`config.mk`:
```
export PLATFORM = sky130hd
export DESIGN_NAME = pipe_ctrl
export DESIGN_NICKNAME = d
export VERILOG_FILES = /design/src/rtl/pipe_pkg.sv /design/src/rtl/pipe_ctrl_hazard.sv /design/src/rtl/pipe_ctrl.sv
export SDC_FILE = /design/constraint.sdc
export NUM_CORES = 1
export LEC_CHECK = 0
export ABC_AREA = 1
export CORE_MARGIN = 1.5
export CORE_UTILIZATION = 52
export CTS_CLUSTER_DIAMETER = 100
export DETAILED_ROUTE_END_ITERATION = 12
export PLACE_DENSITY_LB_ADDON = 0.12
export SYNTH_ARGS = -nofsm -noshare
export SYNTH_HDL_FRONTEND = slang
export SYNTH_SLANG_ARGS = --single-unit
```
`constraint.sdc`:
```
create_clock -name clk -period 2.35 [get_ports clk]
set_input_delay 0.47 -clock clk [delete_from_list [all_inputs] [get_ports clk]]
set_output_delay 0.47 -clock clk [all_outputs]
set_load 0.005 [all_outputs]
```
`src/rtl/pipe_pkg.sv`:
```
// Shared types and constants for the pipeline sequencing controller.
package pipe_pkg;

    localparam int unsigned REG_W  = 5;
    localparam int unsigned WAIT_W = 8;

    typedef enum logic [1:0] {
        RUN      = 2'd0,
        MEM_WAIT = 2'd1,
        ERR      = 2'd2
    } state_t;

    // Enable/flush bundle driven onto the pipeline registers.
    typedef struct packed {
        logic pc_en;
        logic ifid_en;
        logic idex_en;
        logic exmem_en;
        logic memwb_en;
        logic ifid_flush;
        logic idex_flush;
        logic memwb_flush;
    } ctrl_t;

    localparam ctrl_t CTRL_PASS      = ctrl_t'(8'b11111_000);
    localparam ctrl_t CTRL_BRANCH    = ctrl_t'(8'b11111_100);
    localparam ctrl_t CTRL_LOAD_USE  = ctrl_t'(8'b00111_010);
    localparam ctrl_t CTRL_MEM_STALL = ctrl_t'(8'b00001_001);
    localparam ctrl_t CTRL_HOLD      = ctrl_t'(8'b00000_000);
    localparam ctrl_t CTRL_RESET     = ctrl_t'(8'b00000_111);

endpackage

```
`src/rtl/pipe_ctrl_hazard.sv`:
```
// Combinational load-use hazard comparator between the EX load and the ID sources.
module hazard_detect
    import pipe_pkg::*;
(
    input  logic [REG_W-1:0] id_rs,
    input  logic [REG_W-1:0] id_rt,
    input  logic             id_uses_rt,
    input  logic             ex_mem_read,
    input  logic [REG_W-1:0] ex_wn,
    output logic             hazard
);

    logic w_rs_match;
    logic w_rt_match;

    // Register 0 is hardwired, so a load targeting it never creates a dependency.
    assign w_rs_match = (ex_wn == id_rs);
    assign w_rt_match = id_uses_rt && (ex_wn == id_rt);
    assign hazard     = ex_mem_read && (ex_wn != '0) && (w_rs_match || w_rt_match);

endmodule

```
`src/rtl/pipe_ctrl.sv`:
```
// Pipeline sequencing controller: memory freeze, load-use bubble, branch flush, timeout.
module pipe_ctrl
    import pipe_pkg::*;
#(
    parameter int unsigned MAX_WAIT = 15,
    parameter int unsigned CNT_W    = 16
)
(
    input  logic             clk,
    input  logic             rst_n,
    input  logic [REG_W-1:0] id_rs,
    input  logic [REG_W-1:0] id_rt,
    input  logic             id_uses_rt,
    input  logic             ex_mem_read,
    input  logic [REG_W-1:0] ex_wn,
    input  logic             br_taken,
    input  logic             mem_rd,
    input  logic             mem_wr,
    input  logic             dmem_ready,
    output logic             dmem_req,
    output logic             pc_en,
    output logic             ifid_en,
    output logic             idex_en,
    output logic             exmem_en,
    output logic             memwb_en,
    output logic             ifid_flush,
    output logic             idex_flush,
    output logic             memwb_flush,
    output logic             err,
    output logic [CNT_W-1:0] stall_cnt
);

    state_t              r_state;
    state_t              w_next_state;
    logic [WAIT_W-1:0]   r_wait_cnt;
    logic [WAIT_W-1:0]   w_wait_nxt;
    logic [CNT_W-1:0]    r_stall_cnt;
    logic                w_acc;
    logic                w_hazard;
    logic                w_req;
    logic                w_err;
    ctrl_t               w_release_ctrl;
    ctrl_t               w_ctrl;

    assign w_acc = mem_rd || mem_wr;

    hazard_detect u_hazard (
        .id_rs       (id_rs),
        .id_rt       (id_rt),
        .id_uses_rt  (id_uses_rt),
        .ex_mem_read (ex_mem_read),
        .ex_wn       (ex_wn),
        .hazard      (w_hazard)
    );

    // Controls when memory is not stalling: load-use bubble beats branch flush.
    assign w_release_ctrl = w_hazard ? CTRL_LOAD_USE :
                            br_taken ? CTRL_BRANCH   : CTRL_PASS;

    // Next state, wait counter and Mealy control outputs.
    always_comb begin
        w_next_state = r_state;
        w_wait_nxt   = r_wait_cnt;
        w_ctrl       = CTRL_PASS;
        w_req        = 1'b0;
        w_err        = 1'b0;
        case (r_state)
            RUN: begin
                w_req = w_acc;
                if (w_acc && !dmem_ready) begin
                    w_ctrl       = CTRL_MEM_STALL;
                    w_next_state = MEM_WAIT;
                    // The entering RUN cycle already counts as the first not-ready cycle.
                    w_wait_nxt   = WAIT_W'(1);
                end else begin
                    w_ctrl     = w_release_ctrl;
                    w_wait_nxt = '0;
                end
            end
            MEM_WAIT: begin
                w_req = w_acc;
                if (!dmem_ready) begin
                    w_ctrl = CTRL_MEM_STALL;
                    if (r_wait_cnt >= WAIT_W'(MAX_WAIT)) begin
                        w_next_state = ERR;
                    end else begin
                        w_wait_nxt = r_wait_cnt + WAIT_W'(1);
                    end
                end else begin
                    // Stall releases; hazard and branch are re-evaluated this cycle.
                    w_ctrl       = w_release_ctrl;
                    w_next_state = RUN;
                    w_wait_nxt   = '0;
                end
            end
            ERR: begin
                w_ctrl = CTRL_HOLD;
                w_err  = 1'b1;
            end
            default: begin
                w_ctrl       = CTRL_HOLD;
                w_next_state = RUN;
                w_wait_nxt   = '0;
            end
        endcase
        // Hold the pipe clear for as long as reset is asserted.
        if (!rst_n) begin
            w_ctrl = CTRL_RESET;
            w_req  = 1'b0;
            w_err  = 1'b0;
        end
    end

    // State and wait-counter registers.
    always_ff @(posedge clk or negedge rst_n) begin
        if (!rst_n) begin
            r_state    <= RUN;
            r_wait_cnt <= '0;
        end else begin
            r_state    <= w_next_state;
            r_wait_cnt <= w_wait_nxt;
        end
    end

    // Saturating count of cycles in which the PC is held.
    always_ff @(posedge clk or negedge rst_n) begin
        if (!rst_n) begin
            r_stall_cnt <= '0;
        end else if (!w_ctrl.pc_en && (r_stall_cnt != '1)) begin
            r_stall_cnt <= r_stall_cnt + CNT_W'(1);
        end
    end

    assign dmem_req    = w_req;
    assign err         = w_err;
    assign pc_en       = w_ctrl.pc_en;
    assign ifid_en     = w_ctrl.ifid_en;
    assign idex_en     = w_ctrl.idex_en;
    assign exmem_en    = w_ctrl.exmem_en;
    assign memwb_en    = w_ctrl.memwb_en;
    assign ifid_flush  = w_ctrl.ifid_flush;
    assign idex_flush  = w_ctrl.idex_flush;
    assign memwb_flush = w_ctrl.memwb_flush;
    assign stall_cnt   = r_stall_cnt;

endmodule

```
==> flow_summary.json <==
{
  "outcome": "completed",
  "ctsHoldBuffers": 0,
  "startpoint_type": "input pin",
  "cts-htree-levels": 1,
  "die_y_um": 62.4,
  "die_w_um": 62.4,
  "synth-seq-cells": 26,
  "final_util": 0.717,
  "gp_congestion": 0.859,
  "grt_pass1_vias": 1663,
  "crit_top_cell": "nor2_2",
  "dieArea_um2": 3900,
  "portBuffers": 48,
  "p_leak_nw": 1.24,
  "grt_pass1_wl_um": 7240,
  "cp.buffers_inverters": 3,
  "yosysWarnings": 0,
  "cts.sinks": 26,
  "cts-root-buf": "clkbuf_4",
  "endpoint_kind": "primary output",
  "synthCells": 257,
  "fin_skew_ns": 0.000805,
  "grt_remaining_overflow": 0,
  "final_common_cell": "nand2_1",
  "clk_latency_ns": 0.31,
  "syn_area_um2": 1840,
  "crit_slowest_cell": "clkdlybuf4s50_1",
  "worstPathCellList": "clkdlybuf4s50_1, nor2_2, nor2_2, nor2_1, a21oi_2, nor2_4, buf_4, dlygate4sd2_1",
  "ys_seq_area_frac": 0.354,
  "cp-endpoint": "exmem_en",
  "finalHoldViolations": 0,
  "grtUsageTotal": 0.225,
  "start_util": 0.546,
  "worstSetupStartpoint": "mem_wr",
  "critical_path.top_delay_family": "buffers and inverters",
  "final_area_um2": 2410,
  "crit_fanout": 3,
  "cts_tree": "done",
  "cts_buffer_depth": 2,
  "r2r-start": "r_state[1]$_DFFE_PN0P_",
  "avgRoutedWirePerCell_um": 11.0,
  "timing.rr.end": "stall_cnt[6]$_DFFE_PN0P_",
  "final_cell_mix": "69 x nand2_1, 31 x clkdlybuf4s50_1, 29 x inv_1",
  "grt_max_degree": 22,
  "dr.pass1.iters": 4,
  "cts_made_buffers": 3,
  "rows": 21,
  "worstPathArrival_ns": 1.85,
  "finalCritPeriodShare": 0.986,
  "totalWireLength_um": 3930,
  "ir_worst_vdd_mv": 0.568,
  "place_hpwl_um": 3030,
  "areaGrowthSynthToFinish_pct": 31.4,
  "worst_pin_slew_ns": 0.299,
  "post-route-min-period_ns": 2.32,
  "vias": 1711,
  "power_per_cell_area_nw_per_um2": 503,
  "drt_iter0_drc": 81,
  "maxSlewViolCount": 0,
  "clock.fmax_mhz": 432,
  "final_antenna_net_count": 0,
  "reg2regPathDepth": 10,
  "synth_nets": 282,
  "fin_nets": 338,
  "route.detailed.drc": 0,
  "antenna_found_initial": 0,
  "place_area_um2": 2370,
  "syn_area_per_cell_um2": 7.14,
  "ios": 49,
  "path_depth": 8,
  "n_antenna_cell": 0,
  "yosysUniqueCellTypes": 28,
  "cp.required_ns": 1.88,
  "clk_pin_slew_ns": 0.13,
  "hold_path_class": "in2async",
  "fillCellCount": 332,
  "cap_violations": 0,
  "final_layout_size_suffix_gt1_frac": 0.170,
  "rsz0062_at_grt": "true",
  "setup_viol": 0,
  "crit_type": "in2out",
  "core_um2": 3360,
  "relSlewSlack": 0.800,
  "regToRegSetupSlack_ns": 0.74,
  "routed_via_density": 4.79,
  "whs_ns": 0.483,
  "critPathMaxStageDelay_ns": 0.42
}
## final cells by class
| cell class | count | area [µm²] | share of cell area |
|---|---|---|---|
| inverter | 37 | 141 | 0.0586 |
| multi-input combinational | 189 | 997 | 0.413 |
| timing repair buffer | 56 | 543 | 0.225 |
| clock buffer | 3 | 22.5 | 0.00934 |
| tap | 46 | 57.6 | 0.0239 |
| sequential | 26 | 651 | 0.270 |
## synth_stat cells
master | number | area (µm²)
a21oi_1 | 1 | 5.00
nor2_4 | 2 | 22.5
nand4_1 | 4 | 25.0
buf_6 | 1 | 11.3
xnor2_1 | 6 | 52.6
nor2_1 | 30 | 113
inv_4 | 1 | 6.26
inv_2 | 6 | 22.5
nand2_4 | 1 | 11.3
a21oi_2 | 1 | 8.76
inv_1 | 30 | 113
xor2_1 | 6 | 52.6
buf_2 | 1 | 5.00
dfrtp_1 | 26 | 651
a31oi_1 | 1 | 6.26
nand2_2 | 20 | 125
nand3b_1 | 2 | 15.0
nor2_2 | 1 | 6.26
nand3_1 | 28 | 140
nand3_2 | 1 | 10.0
buf_4 | 2 | 15.0
nand2_1 | 69 | 259
nor3_1 | 3 | 15.0
ha_1 | 2 | 25.0
nand2_8 | 2 | 40.0
o21ai_0 | 6 | 30.0
buf_12 | 1 | 20.0
nor3_2 | 3 | 30.0
## per-layer routing
layer,GRT usage,share of wire,vias up,wire [µm]
met3,0.0288,0.037,6,145
met4,0.0639,0.011,0,45
met1,0.312,0.49,766,1930
met2,0.371,0.46,34,1810
met5,0,0,-,0
li1,-,-,905,-
## timing repair
action / in CTS / in global routing
setup buffers: 1 / 1
endpoints found under the setup margin: 6 / 6
pin swaps: 4 / 9
hold endpoints to repair: 0 / 0
cloned: 0 / 0
gates resized for setup: 12 / 14
## state kept, by name (all words and copies together) (netlist names)
signal      cells
r_state         2
r_wait_cnt      8
stall_cnt      16
## power breakdown
group          switching [mW]  internal [mW]  leakage [nW]  total, mW
Sequential             0.0823          0.499         0.351      0.582
Combinational           0.207          0.244         0.877      0.451
Clock                   0.121         0.0600        0.0138      0.181
Total                   0.410          0.803          1.24       1.21
## kinds of logic after synthesis
logic type / share of synthesized area
compound gates: 0.0273
xor+xnor: 0.0573
fa+ha+maj: 0.0136
buf+inv: 0.105
flops: 0.354
simple gates: 0.442
## worst min-delay path by stage
stage	slack, ns	depth (start not counted)	endpoint
detailed placement	0.48	2	r_wait_cnt[5]$_DFFE_PN0P_
floorplan	0.17	0	r_state[0]$_DFFE_PN0P_
CTS	0.48	2	r_wait_cnt[0]$_DFFE_PN0P_
global route	0.51	2	r_state[1]$_DFFE_PN0P_
finish	0.48	2	r_state[1]$_DFFE_PN0P_
global placement	0.48	2	r_wait_cnt[4]$_DFFE_PN0P_
## worst register-to-register path: stages (launching register included)
cell and delay, ns:
dfrtp_1 0.43, inv_2 0.06, nand2_1 0.07, nor2_1 0.04, a21oi_2 0.20, nor2_4 0.08, nand2_8 0.08, buf_4 0.24
nand2_8 0.15, nand2_1 0.10, nand2_1 0.05
## metrics by stage
stage                     worst slack, ns  total power [mW]  cells  TNS (ns)
final                              0.0330              1.21    357         0
after global routing              -0.0294              1.31    357   -0.0378
after CTS                         0.00458              1.22    356         0
after detailed placement           -0.310              1.05    352     -1.40
after global placement             -0.299              1.04    352     -1.23
after floorplan                     0.488             0.839    257         0
Power figures use the tool's default switching activity.
